**src/rtl/vote_result_reader.sv**
```systemverilog
// Vote result reader: snapshots four candidate counts, picks the winner over a
// 4-cycle compare walk, then streams a 7-byte checksummed frame with ready/valid.
module vote_result_reader #(
  parameter logic [7:0] HDR = 8'hA5
) (
  input  logic       clk,
  input  logic       reset,
  input  logic       mode,
  input  logic       start,
  input  logic [7:0] cand1_vote,
  input  logic [7:0] cand2_vote,
  input  logic [7:0] cand3_vote,
  input  logic [7:0] cand4_vote,
  input  logic       out_ready,
  output logic       out_valid,
  output logic [7:0] out_data,
  output logic       busy,
  output logic       done,
  output logic [1:0] winner,
  output logic       tie
);

  typedef enum logic [1:0] {IDLE, COMPARE, SEND, DONE} state_e;

  state_e          state_q, state_d;
  logic [3:0][7:0] snap_q, snap_d;
  logic [1:0]      cyc_q, cyc_d;
  logic [2:0]      idx_q, idx_d;
  logic [7:0]      max_q, max_d;
  logic [1:0]      wwin_q, wwin_d;
  logic            wtie_q, wtie_d;
  logic [1:0]      winner_q, winner_d;
  logic            tie_q, tie_d;
  logic            out_valid_q, out_valid_d;
  logic [7:0]      out_data_q, out_data_d;

  logic [7:0]      cur;
  logic [7:0]      cmp_max;
  logic [1:0]      cmp_win;
  logic            cmp_tie;
  logic [7:0][7:0] frame;
  logic [7:0]      res_byte;
  logic [2:0]      idx_nx;

  // One compare step; the working max/winner/tie only reach the outputs at the end.
  always_comb begin
    cur     = snap_q[cyc_q];
    cmp_max = max_q;
    cmp_win = wwin_q;
    cmp_tie = wtie_q;
    if (cyc_q == 2'd0) begin
      cmp_max = cur;
      cmp_win = 2'd0;
      cmp_tie = 1'b0;
    end else if (cur > max_q) begin
      cmp_max = cur;
      cmp_win = cyc_q;
      cmp_tie = 1'b0;
    end else if (cur == max_q) begin
      cmp_tie = 1'b1;
    end
  end

  assign res_byte = {tie_q, 5'b0, winner_q};
  assign frame[0] = HDR;
  assign frame[1] = snap_q[0];
  assign frame[2] = snap_q[1];
  assign frame[3] = snap_q[2];
  assign frame[4] = snap_q[3];
  assign frame[5] = res_byte;
  assign frame[6] = HDR ^ snap_q[0] ^ snap_q[1] ^ snap_q[2] ^ snap_q[3] ^ res_byte;
  assign frame[7] = 8'h00;
  assign idx_nx   = idx_q + 3'd1;

  always_comb begin
    state_d     = state_q;
    snap_d      = snap_q;
    cyc_d       = cyc_q;
    idx_d       = idx_q;
    max_d       = max_q;
    wwin_d      = wwin_q;
    wtie_d      = wtie_q;
    winner_d    = winner_q;
    tie_d       = tie_q;
    out_valid_d = out_valid_q;
    out_data_d  = out_data_q;
    case (state_q)
      IDLE: begin
        out_valid_d = 1'b0;
        if (start && mode) begin
          snap_d  = {cand4_vote, cand3_vote, cand2_vote, cand1_vote};
          cyc_d   = 2'd0;
          state_d = COMPARE;
        end
      end
      COMPARE: begin
        if (!mode) begin
          state_d = IDLE;
        end else begin
          max_d  = cmp_max;
          wwin_d = cmp_win;
          wtie_d = cmp_tie;
          cyc_d  = cyc_q + 2'd1;
          if (cyc_q == 2'd3) begin
            winner_d = cmp_win;
            tie_d    = cmp_tie;
            idx_d    = 3'd0;
            state_d  = SEND;
          end
        end
      end
      SEND: begin
        // First SEND cycle only loads byte 0; after that valid stays up until byte 6 goes.
        if (!mode) begin
          out_valid_d = 1'b0;
          state_d     = IDLE;
        end else if (!out_valid_q) begin
          out_valid_d = 1'b1;
          out_data_d  = frame[idx_q];
        end else if (out_ready) begin
          if (idx_q == 3'd6) begin
            out_valid_d = 1'b0;
            state_d     = DONE;
          end else begin
            idx_d      = idx_nx;
            out_data_d = frame[idx_nx];
          end
        end
      end
      DONE: begin
        out_valid_d = 1'b0;
        state_d     = IDLE;
      end
      default: state_d = IDLE;
    endcase
  end

  always_ff @(posedge clk or negedge reset) begin
    if (!reset) begin
      state_q     <= IDLE;
      snap_q      <= '0;
      cyc_q       <= '0;
      idx_q       <= '0;
      max_q       <= '0;
      wwin_q      <= '0;
      wtie_q      <= 1'b0;
      winner_q    <= '0;
      tie_q       <= 1'b0;
      out_valid_q <= 1'b0;
      out_data_q  <= '0;
    end else begin
      state_q     <= state_d;
      snap_q      <= snap_d;
      cyc_q       <= cyc_d;
      idx_q       <= idx_d;
      max_q       <= max_d;
      wwin_q      <= wwin_d;
      wtie_q      <= wtie_d;
      winner_q    <= winner_d;
      tie_q       <= tie_d;
      out_valid_q <= out_valid_d;
      out_data_q  <= out_data_d;
    end
  end

  assign out_valid = out_valid_q;
  assign out_data  = out_data_q;
  assign busy      = (state_q != IDLE);
  assign done      = (state_q == DONE);
  assign winner    = winner_q;
  assign tie       = tie_q;

endmodule

```
**config.mk**
```make
export PLATFORM = sky130hd
export DESIGN_NAME = vote_result_reader
export DESIGN_NICKNAME = d
export VERILOG_FILES = /design/src/rtl/vote_result_reader.sv
export SDC_FILE = /design/constraint.sdc
export NUM_CORES = 1
export LEC_CHECK = 0
export ABC_CLOCK_PERIOD_IN_PS = 6800
export BUFFER_PORTS_ARGS = -buffer_cell sky130_fd_sc_hd__buf_2
export CORE_MARGIN = 2
export CORE_UTILIZATION = 35
export CTS_CLUSTER_DIAMETER = 80
export DETAILED_ROUTE_END_ITERATION = 6
export PLACE_DENSITY_LB_ADDON = 0.05
export SKIP_CTS_REPAIR_TIMING = 1
export SLEW_MARGIN = 0
export SYNTH_ARGS = -nofsm -noshare
export SYNTH_HDL_FRONTEND = slang
export SYNTH_SLANG_ARGS = --single-unit
```
**constraint.sdc**
```tcl
create_clock -name clk -period 6.8 [get_ports clk]
set_input_delay 0.34 -clock clk [delete_from_list [all_inputs] [get_ports clk]]
set_output_delay 0.34 -clock clk [all_outputs]
set_load 0.05 [all_outputs]
```
==> impl_metrics.tcl <==
set metrics [dict create \
    grt_pass1_vias 3300 \
    seq_area_sq_um 1550 \
    period_share 0.527 \
    crit_path_start_kind "flip-flop" \
    syn_to_final_growth_pct 14.5 \
    cts_buffers 9 \
    num_vias 3288 \
    final_layout_size_suffix_gt1_frac 0.287 \
    htree_levels 3 \
    grt_max_degree 63 \
    worstReg2RegEnd "out_data[4]" \
    yosysUniqueCellTypes 58 \
    clock_latency_ps 340 \
    min_period_ps 3580 \
    initial_core_util 0.362 \
    reg2reg_depth 7 \
    final_nets 499 \
    synth_xor_area_frac 0.0729 \
    max_stage_delay_ps 990 \
    diodes 0 \
    die_area_sq_um 12900 \
    synth-edff-count 0 \
    synthesis.area_sq_um 4190 \
    max_freq_mhz 279 \
    synth_top_family_by_area "multiplexers" \
    ios 51 \
    syn_inst 404 \
    end_kind "flip-flop" \
    routedWlPerCell_um 18.3 \
    crit_type "reg2reg" \
    remaining_drc_errors 0 \
    synth.ff_latch_count 62 \
    port_buffers 50 \
    grt_overflow 0 \
    cap_violations 0 \
    dpl.cell_count 577 \
    ys_warn_count 0 \
    multi_input_area_sq_um 2450 \
    die_y_um 113 \
    ant_nets 0 \
    fp.dieW_um 113 \
    critPathBufInv 1 \
    crit_arrival_ps 3800 \
    stdcell_count 592 \
    cts.reportedPaths.clkPinSlew_ps 50 \
    clkSinkCount 62 \
    synth-simple-area-share 0.112 \
    worst_clock_skew_ps 4.54 \
    cts_root_buf "clkbuf_16" \
    drtIter0Drc 154 \
    syn_avg_cell_area_sq_um 10.4 \
    p_leak_nw 2.09 \
    antenna_found_initial 0 \
    finalHoldViolations 0 \
    status "finished clean" \
    fillers 1169 \
    cts_buffer_depth 2 \
    synth_nets 458 \
    critPathSlowestCell "ha_1" \
    synth-main-ff-cell "dfrtp_1" \
    max-slew-margin-rel 0.271 \
    worstReg2RegStart "idx_q[0]" \
    fin_setup_tns_ps 0 \
    required_ps 7020 \
    synthMuxAreaShare 0.206 \
    path_delay_family "adder cells" \
    synth_compound_area_frac 0.144 \
    worst_pin_slew_ps 1090 \
    firstDrtPassIters 4 \
    fin_util 0.414 \
    synth_adder_area_share 0.0508 \
    place_hpwl_um 7530 \
    path_max_fanout 27 \
    max-vdd-ir-drop_mv 0.233 \
    rows 39 \
    grt_pass1_wl_um 17600 \
    routabilityCongestion 0.795 \
    rsz0062_at_grt "false" \
    hp-class "in2async" \
    seq_area_frac_synth 0.371 \
    grtUsageTotal 0.180 \
    drv_slew 0 \
    synthArstFlopShare 1.00 \
    cts_tree "done" \
    cp_cell_sequence "inv_1, ha_1, mux2_2, a22oi_1, nor2_1, a311oi_1, nor3_1" \
    rrSetupSlack_ps 3220 \
    setup_viol 0 \
    wirelength_um 10800 \
    power.density_nw_per_um2 525 \
    coreArea_sq_um 11600 \
    vias_per_cell 5.55 \
]
logic make-up (layout without fill, tap and decap cells):
kind of cell / after synthesis / after routing
simple gates: 97 / 97
compound gates: 89 / 89
mux: 70 / 70
flops: 62 / 62
buf+inv: 42 / 87
xor+xnor: 27 / 27
fa+ha+maj: 17 / 17
layout by cell type (no fill, tap or decap), types with 3 or more instances in the layout:
master	instances
dfrtp_1	62
mux2_2	50
buf_2	50
nor2_1	27
nand2_1	25
a21oi_1	22
o21ai_0	21
inv_1	20
ha_1	17
xnor2_1	15
mux2i_1	12
nand3_1	10
clkbuf_16	9
mux4_2	8
nand2b_1	8
nor2b_1	8
xor2_1	7
a211oi_1	6
nor3_1	5
xnor3_1	5
a311oi_1	5
a22oi_1	4
or3_1	3
a31oi_1	3
clkbuf_1	3
synthesized netlist by cell type, types with 3 or more instances:
cell type	number	area share
mux4_2	8	0.043
xor2_1	7	0.015
dfrtp_1	62	0.37
a211oi_1	6	0.011
a311oi_1	5	0.010
nor3_1	5	0.0060
xnor2_1	15	0.031
buf_1	3	0.0027
a22oi_1	4	0.0072
nand2_1	25	0.022
ha_1	17	0.051
or3_1	3	0.0045
mux2i_1	12	0.029
a31oi_1	3	0.0045
inv_1	20	0.018
mux2_2	50	0.13
nand3_1	10	0.012
buf_2	7	0.0084
nor2b_1	8	0.012
nor2_1	27	0.024
xnor3_1	5	0.027
a21oi_1	22	0.026
o21ai_0	21	0.025
nand2b_1	8	0.012
clkbuf_1	9	0.0081
how the worst max path moves through the flow:
stage                  start           to  slack (ps)  depth (start not counted)
floorplan           cyc_q[0]     max_q[0]        3830                          8
detailed placement  idx_q[0]  out_data[4]        3260                          7
global placement    idx_q[0]  out_data[4]        3310                          7
CTS                 idx_q[0]  out_data[4]        3240                          7
global route        idx_q[0]  out_data[3]        2920                          7
finish              idx_q[0]  out_data[4]        3220                          7
state kept, by name, summed over array words and instances (netlist names), 2 cells and up:
signal and count:
frame 32, winner 2, out_data 8, state_q 2, cyc_q 2, max_q 8
wwin_q 2, idx_q 3
per-stage QoR:
stage	total power [mW]	area [sq um]	worst slack [ps]	hold WS, ps
6_report	2.52	4790	3220	151
5_1_grt	2.73	4790	2920	222
4_1_cts	2.55	4790	3240	211
3_5_place_dp	2.10	4520	3260	494
3_3_place_gp	2.09	4520	3310	488
2_1_floorplan	1.79	4190	3830	44.4
per-layer routing:
metal | share of wire | vias up | track usage
li1 | - | 1555 | -
met1 | 0.48 | 1627 | 0.246
met2 | 0.45 | 87 | 0.278
met3 | 0.046 | 19 | 0.0319
met4 | 0.023 | 0 | 0.0846
met5 | 0 | - | 0
area by class of cell:
class	count	share of cell area
Sequential cell	62	0.324
Multi-Input combinational cell	300	0.512
Tap cell	143	0.0373
Timing Repair Buffer	52	0.0553
Clock inverter	1	0.00104
Inverter	20	0.0157
Clock buffer	14	0.0551
where the power goes:
group,leakage (nW),switching [mW],total (mW),internal [mW]
combinational,1.21,0.645,1.28,0.637
sequential,0.748,0.269,0.810,0.541
clock,0.133,0.161,0.425,0.264
total,2.09,1.08,2.52,1.44
Note: power is estimated with default switching activity, not from simulation.
